### src/rtl/mdu_iter.sv
// mdu_iter: iterative multiply/divide unit that handles mullw/mulhw/mulhwu/divw/divwu one bit per cycle.
// Operands are reduced to magnitudes at acceptance; the FIX state restores the sign of the product or quotient.
module mdu_iter #(
    parameter int WIDTH = 32
) (
    input  logic             clk,
    input  logic             rst,
    input  logic             start,
    input  logic [2:0]       op,
    input  logic [WIDTH-1:0] a,
    input  logic [WIDTH-1:0] b,
    output logic             busy,
    output logic             done,
    output logic [WIDTH-1:0] result,
    output logic             ov
);
    localparam int CW = $clog2(WIDTH);
    localparam logic [2:0] OP_MULLW  = 3'b000;
    localparam logic [2:0] OP_MULHW  = 3'b001;
    localparam logic [2:0] OP_MULHWU = 3'b010;
    localparam logic [2:0] OP_DIVW   = 3'b100;
    localparam logic [2:0] OP_DIVWU  = 3'b101;
    typedef enum logic [1:0] {IDLE, CALC, FIX, FIN} state_t;
    state_t               r_state;
    logic [2:0]           r_op;
    logic                 r_neg;
    logic                 r_ov;
    logic [CW-1:0]        r_cnt;
    logic [WIDTH-1:0]     r_opnd;
    logic [WIDTH-1:0]     r_result;
    logic [2*WIDTH-1:0]   r_prod;
    logic                 w_legal;
    logic                 w_signed;
    logic                 w_accept;
    logic                 w_byp;
    logic [WIDTH-1:0]     w_abs_a;
    logic [WIDTH-1:0]     w_abs_b;
    logic [WIDTH:0]       w_sum;
    logic [WIDTH:0]       w_trial;
    logic [2*WIDTH-1:0]   w_step;
    logic [2*WIDTH-1:0]   w_fixed;
    logic [WIDTH-1:0]     w_res;
    assign w_legal  = op inside {OP_MULLW, OP_MULHW, OP_MULHWU, OP_DIVW, OP_DIVWU};
    assign w_signed = op inside {OP_MULLW, OP_MULHW, OP_DIVW};
    assign w_accept = start && w_legal && (r_state == IDLE || r_state == FIN);
    assign w_abs_a  = (w_signed && a[WIDTH-1]) ? -a : a;
    assign w_abs_b  = (w_signed && b[WIDTH-1]) ? -b : b;
    assign w_byp    = op[2] && (b == '0 || (op == OP_DIVW && a == {1'b1, {(WIDTH-1){1'b0}}} && b == '1));
    // Multiply: r_prod = {partial sum, remaining multiplier}; divide: r_prod = {remainder, dividend/quotient}.
    assign w_sum    = {1'b0, r_prod[2*WIDTH-1:WIDTH]} + (r_prod[0] ? {1'b0, r_opnd} : '0);
    assign w_trial  = r_prod[2*WIDTH-1:WIDTH-1] - {1'b0, r_opnd};
    assign w_step   = !r_op[2] ? {w_sum, r_prod[WIDTH-1:1]} :
                      w_trial[WIDTH] ? {r_prod[2*WIDTH-2:0], 1'b0} :
                      {w_trial[WIDTH-1:0], r_prod[WIDTH-2:0], 1'b1};
    assign w_fixed  = r_neg ? -r_prod : r_prod;
    assign w_res    = (r_op == OP_MULLW || r_op[2]) ? w_fixed[WIDTH-1:0] : w_fixed[2*WIDTH-1:WIDTH];
    always_ff @(posedge clk or posedge rst) begin
        if (rst) begin
            r_state  <= IDLE;
            r_op     <= '0;
            r_neg    <= 1'b0;
            r_ov     <= 1'b0;
            r_cnt    <= '0;
            r_opnd   <= '0;
            r_result <= '0;
            r_prod   <= '0;
        end else if (w_accept) begin
            r_op     <= op;
            r_neg    <= w_signed && (a[WIDTH-1] ^ b[WIDTH-1]);
            r_opnd   <= op[2] ? w_abs_b : w_abs_a;
            r_prod   <= {{WIDTH{1'b0}}, op[2] ? w_abs_a : w_abs_b};
            r_cnt    <= CW'(WIDTH - 1);
            r_ov     <= w_byp;
            r_result <= w_byp ? '0 : r_result;
            r_state  <= w_byp ? FIN : CALC;
        end else if (r_state == CALC) begin
            r_prod  <= w_step;
            r_cnt   <= r_cnt - 1'b1;
            r_state <= (r_cnt == '0) ? FIX : CALC;
        end else if (r_state == FIX) begin
            r_result <= w_res;
            r_state  <= FIN;
        end else if (r_state == FIN) begin
            r_ov    <= 1'b0;
            r_state <= IDLE;
        end
    end
    assign busy   = (r_state == CALC) || (r_state == FIX);
    assign done   = (r_state == FIN);
    assign result = r_result;
    assign ov     = r_ov;
endmodule

### config.mk
export PLATFORM = sky130hd
export DESIGN_NAME = mdu_iter
export DESIGN_NICKNAME = d
export VERILOG_FILES = /design/src/rtl/mdu_iter.sv
export SDC_FILE = /design/constraint.sdc
export NUM_CORES = 1
export LEC_CHECK = 0
export BUFFER_PORTS_ARGS = -buffer_cell sky130_fd_sc_hd__buf_2
export CAP_MARGIN = 25
export CORE_MARGIN = 8
export CORE_UTILIZATION = 55
export CTS_CLUSTER_DIAMETER = 200
export DETAILED_ROUTE_END_ITERATION = 7
export HOLD_SLACK_MARGIN = 0.03
export PLACE_DENSITY = 0.75
export SLEW_MARGIN = 5
export SYNTH_ARGS = -nofsm -noshare
export SYNTH_HDL_FRONTEND = slang
export SYNTH_SLANG_ARGS = --single-unit
### constraint.sdc
create_clock -name clk -period 4.65 [get_ports clk]
set_input_delay 0.93 -clock clk [delete_from_list [all_inputs] [get_ports clk]]
set_output_delay 0.93 -clock clk [all_outputs]
set_load 0.05 [all_outputs]
==> results.toml <==
[floorplanning]
core_area_mm2 = 0.0235
die_h_um = 171
die_area_mm2 = 0.0292
die_x_um = 171
io_pins = 105
fp-row-count = 56
initial_core_util_pct = 56.0

[setup_path]
r2r_end = "r_prod[63]"
reg2regPathDepth = 14
critPathCaptureType = "register"
rrSetupSlack_ps = 490
cp_max_fo = 7
worstPathRequired_ps = 4960
cp-startpoint = "r_prod[0]"
crit_end = "r_prod[63]"
r2r-start = "r_prod[0]"
arrival_ps = 4460
worst-setup-path-type = "register to register"
cp-start-kind = "register"

[global_route]
grt_max_degree = 141
track_usage_pct = 29.2
grt.overflow.total = 0
antenna_found_initial = 0
grt_pass1_vias = 12212
grt_pass1_wl_mm = 66.8

[cts]
cts.reportedPaths.clkPinSlew_ps = 70
postCtsHoldBufs = 0
root_buffer = "clkbuf_16"
cts_buffer_depth = 2
post-cts-setup-buffers = 0
clock_latency_ps = 440
ctsResizeCount = 0
clock_sinks = 140
cts_tree = "built"
h-tree-depth = 4
cts_buffers = 17

[synthesis]
ys_types = 69
netlist_area_mm2 = 0.0132
synth_nets = 1840
syn_inst = 1695
ys_async_sr_fraction_pct = 100
synth_flop_cell = "dfrtp_1"
postSynthAreaPerCell_um2 = 7.78
ys_seq_elements = 140
synth_edf_count = 0
ys_seq_area_share_pct = 26.6
yosysWarnings = 0

[timing]
setup_viol = 0
hold_violations = 0
fin_crit_sh_pct = 89.4
fmax_mhz = 240
min_period_ps = 4160
skew_ps = 15.8
tightest_slew_ps = 902
tns_ps = 0
grt_setup_unrepaired = "no"
slew_headroom_pct = 39.1
slew_violations = 0

[power]
p_per_area_mw_per_mm2 = 777
finalPower_mw = 11.3
ir_drop_v = 0.000639
p_leak_nw = 6.30

[drt]
met2_length_mm = 17.6
drc = 0
post_drt_wl_per_cell_um = 20.3
drtIter0Drc = 1246
postRouteAntennaNets = 0
firstDrtPassIters = 6
routed_via_density = 6.19
wirelength_met1_mm = 19.1
vias = 12866
wl_met3_mm = 4.13
wirelength_mm = 42.3
top_layer_used = "met4"

[placement]
gp_congestion = 0.951
numPortBuffers = 104
dp_hpwl_mm = 32.5

[layout]
diodes = 0
fin_nets = 1891
final_common_cell = "nand2_1"
layout_common_cells = "nand2_1 (212), o21ai_0 (201), dfrtp_1 (138)"
syn_to_final_growth_pct = 10.6
layout-drive-gt1-share_pct = 11.3
fill_cells = 2145

[outcome]
status = "complete, no violations"

[min_path]
holdPathStages = 1
min_from = "result[17]"
hold_path.class = "register to register"

[job]
drv_cap = 0
==> area by class of cell <==
class                   count  area (µm²)  share of cell area, %
repair buffers            134         786                   5.38
inverters                  62         236                   1.62
flip-flops and latches    140        3510                   24.0
clock inverters            14         145                  0.995
well taps                 319         399                   2.74
clock buffers              18         429                   2.94
multi-input cells        1391        9090                   62.3
==> synth_stat cells (4+ instances only) <==
cell | number | area share [%]
inv_1 | 62 | 1.8
or4_1 | 13 | 0.74
o41ai_1 | 17 | 1.1
nor2b_1 | 11 | 0.52
nand2_1 | 212 | 6.0
a22oi_1 | 16 | 0.91
o31ai_1 | 33 | 1.9
a31oi_1 | 11 | 0.52
clkbuf_1 | 88 | 2.5
a221o_1 | 17 | 1.3
xor2_1 | 72 | 4.8
mux2i_1 | 52 | 3.9
nor2_1 | 136 | 3.9
o21a_1 | 8 | 0.46
a21oi_1 | 108 | 4.1
nor3_1 | 27 | 1.0
o21bai_1 | 8 | 0.46
nand2b_1 | 13 | 0.62
or3_1 | 19 | 0.90
nand3_1 | 20 | 0.76
or2_2 | 7 | 0.33
and2_1 | 6 | 0.28
xnor2_1 | 107 | 7.1
o21ai_0 | 201 | 7.6
and3_1 | 8 | 0.38
o211ai_1 | 46 | 2.6
a22o_1 | 12 | 0.80
nor4_1 | 12 | 0.57
a221oi_1 | 4 | 0.27
ha_1 | 73 | 6.9
a211oi_1 | 10 | 0.57
nand4_1 | 20 | 0.95
nor3b_1 | 5 | 0.28
o31ai_2 | 4 | 0.38
dfrtp_1 | 140 | 27
a32o_1 | 6 | 0.46
mux2_2 | 4 | 0.34
a21o_1 | 34 | 1.9
buf_1 | 13 | 0.37
==> sequential cells by signal, indices dropped and copies added, names as in the netlist <==
| signal | flops |
|---|---|
| r_op | 3 |
| r_state | 2 |
| r_prod | 64 |
| result | 32 |
| r_neg | 1 |
| r_opnd | 32 |
| r_cnt | 5 |
| ov | 1 |
==> worst max-delay path: stages (launching register included) <==
cell and delay, ps:
dfrtp_1 460, and2_1 190, ha_1 220, inv_1 80, fa_1 200, nand2b_1 140, a21oi_1 100, o41a_1 440
a31oi_1 420, o21ai_0 290, a21boi_0 520, o21ai_0 250, a2111oi_0 460, or3_1 170, a22oi_1 80
==> kinds of logic after synthesis <==
| group | Yosys count | synth area share [%] |
|---|---|---|
| compound gates | 557 | 26.8 |
| simple gates | 524 | 18.5 |
| xor+xnor | 179 | 11.9 |
| buf+inv | 164 | 4.72 |
| flops | 140 | 26.6 |
| fa+ha+maj | 75 | 7.23 |
| mux | 56 | 4.29 |
==> worst min path at each step <==
stage	endpoint
6_report	result[17]
5_1_grt	result[17]
4_1_cts	result[17]
3_5_place_dp	result[17]
3_3_place_gp	result[17]
2_1_floorplan	r_opnd[10]
==> per-stage QoR <==
| step | setup WS [ps] | util [%] | std cells | hold WS (ps) | area (µm²) |
|---|---|---|---|---|---|
| finish | 491 | 62.0 | 2078 | 471 | 14600 |
| global route | 151 | 62.0 | 2078 | 494 | 14600 |
| CTS | 510 | 61.9 | 2077 | 477 | 14600 |
| detailed placement | 423 | 59.5 | 2045 | 461 | 14000 |
| global placement | 461 | 59.5 | 2045 | 457 | 14000 |
| floorplan | 964 | - | 1695 | 450 | 13200 |
==> per-layer routing <==
layer | up-vias | global-route usage, %
met5 | - | 0
met4 | 0 | 10.5
met3 | 85 | 7.19
met2 | 575 | 43.2
met1 | 5979 | 40.8
li1 | 6227 | -
==> report_power, final <==
part	internal (mW)	switching, mW	total (mW)	leakage (nW)
Clock	0.719	0.649	1.37	0.285
Combinational	2.82	4.64	7.46	4.29
Sequential	1.76	0.744	2.51	1.73
(Power assumes the default switching activity.)
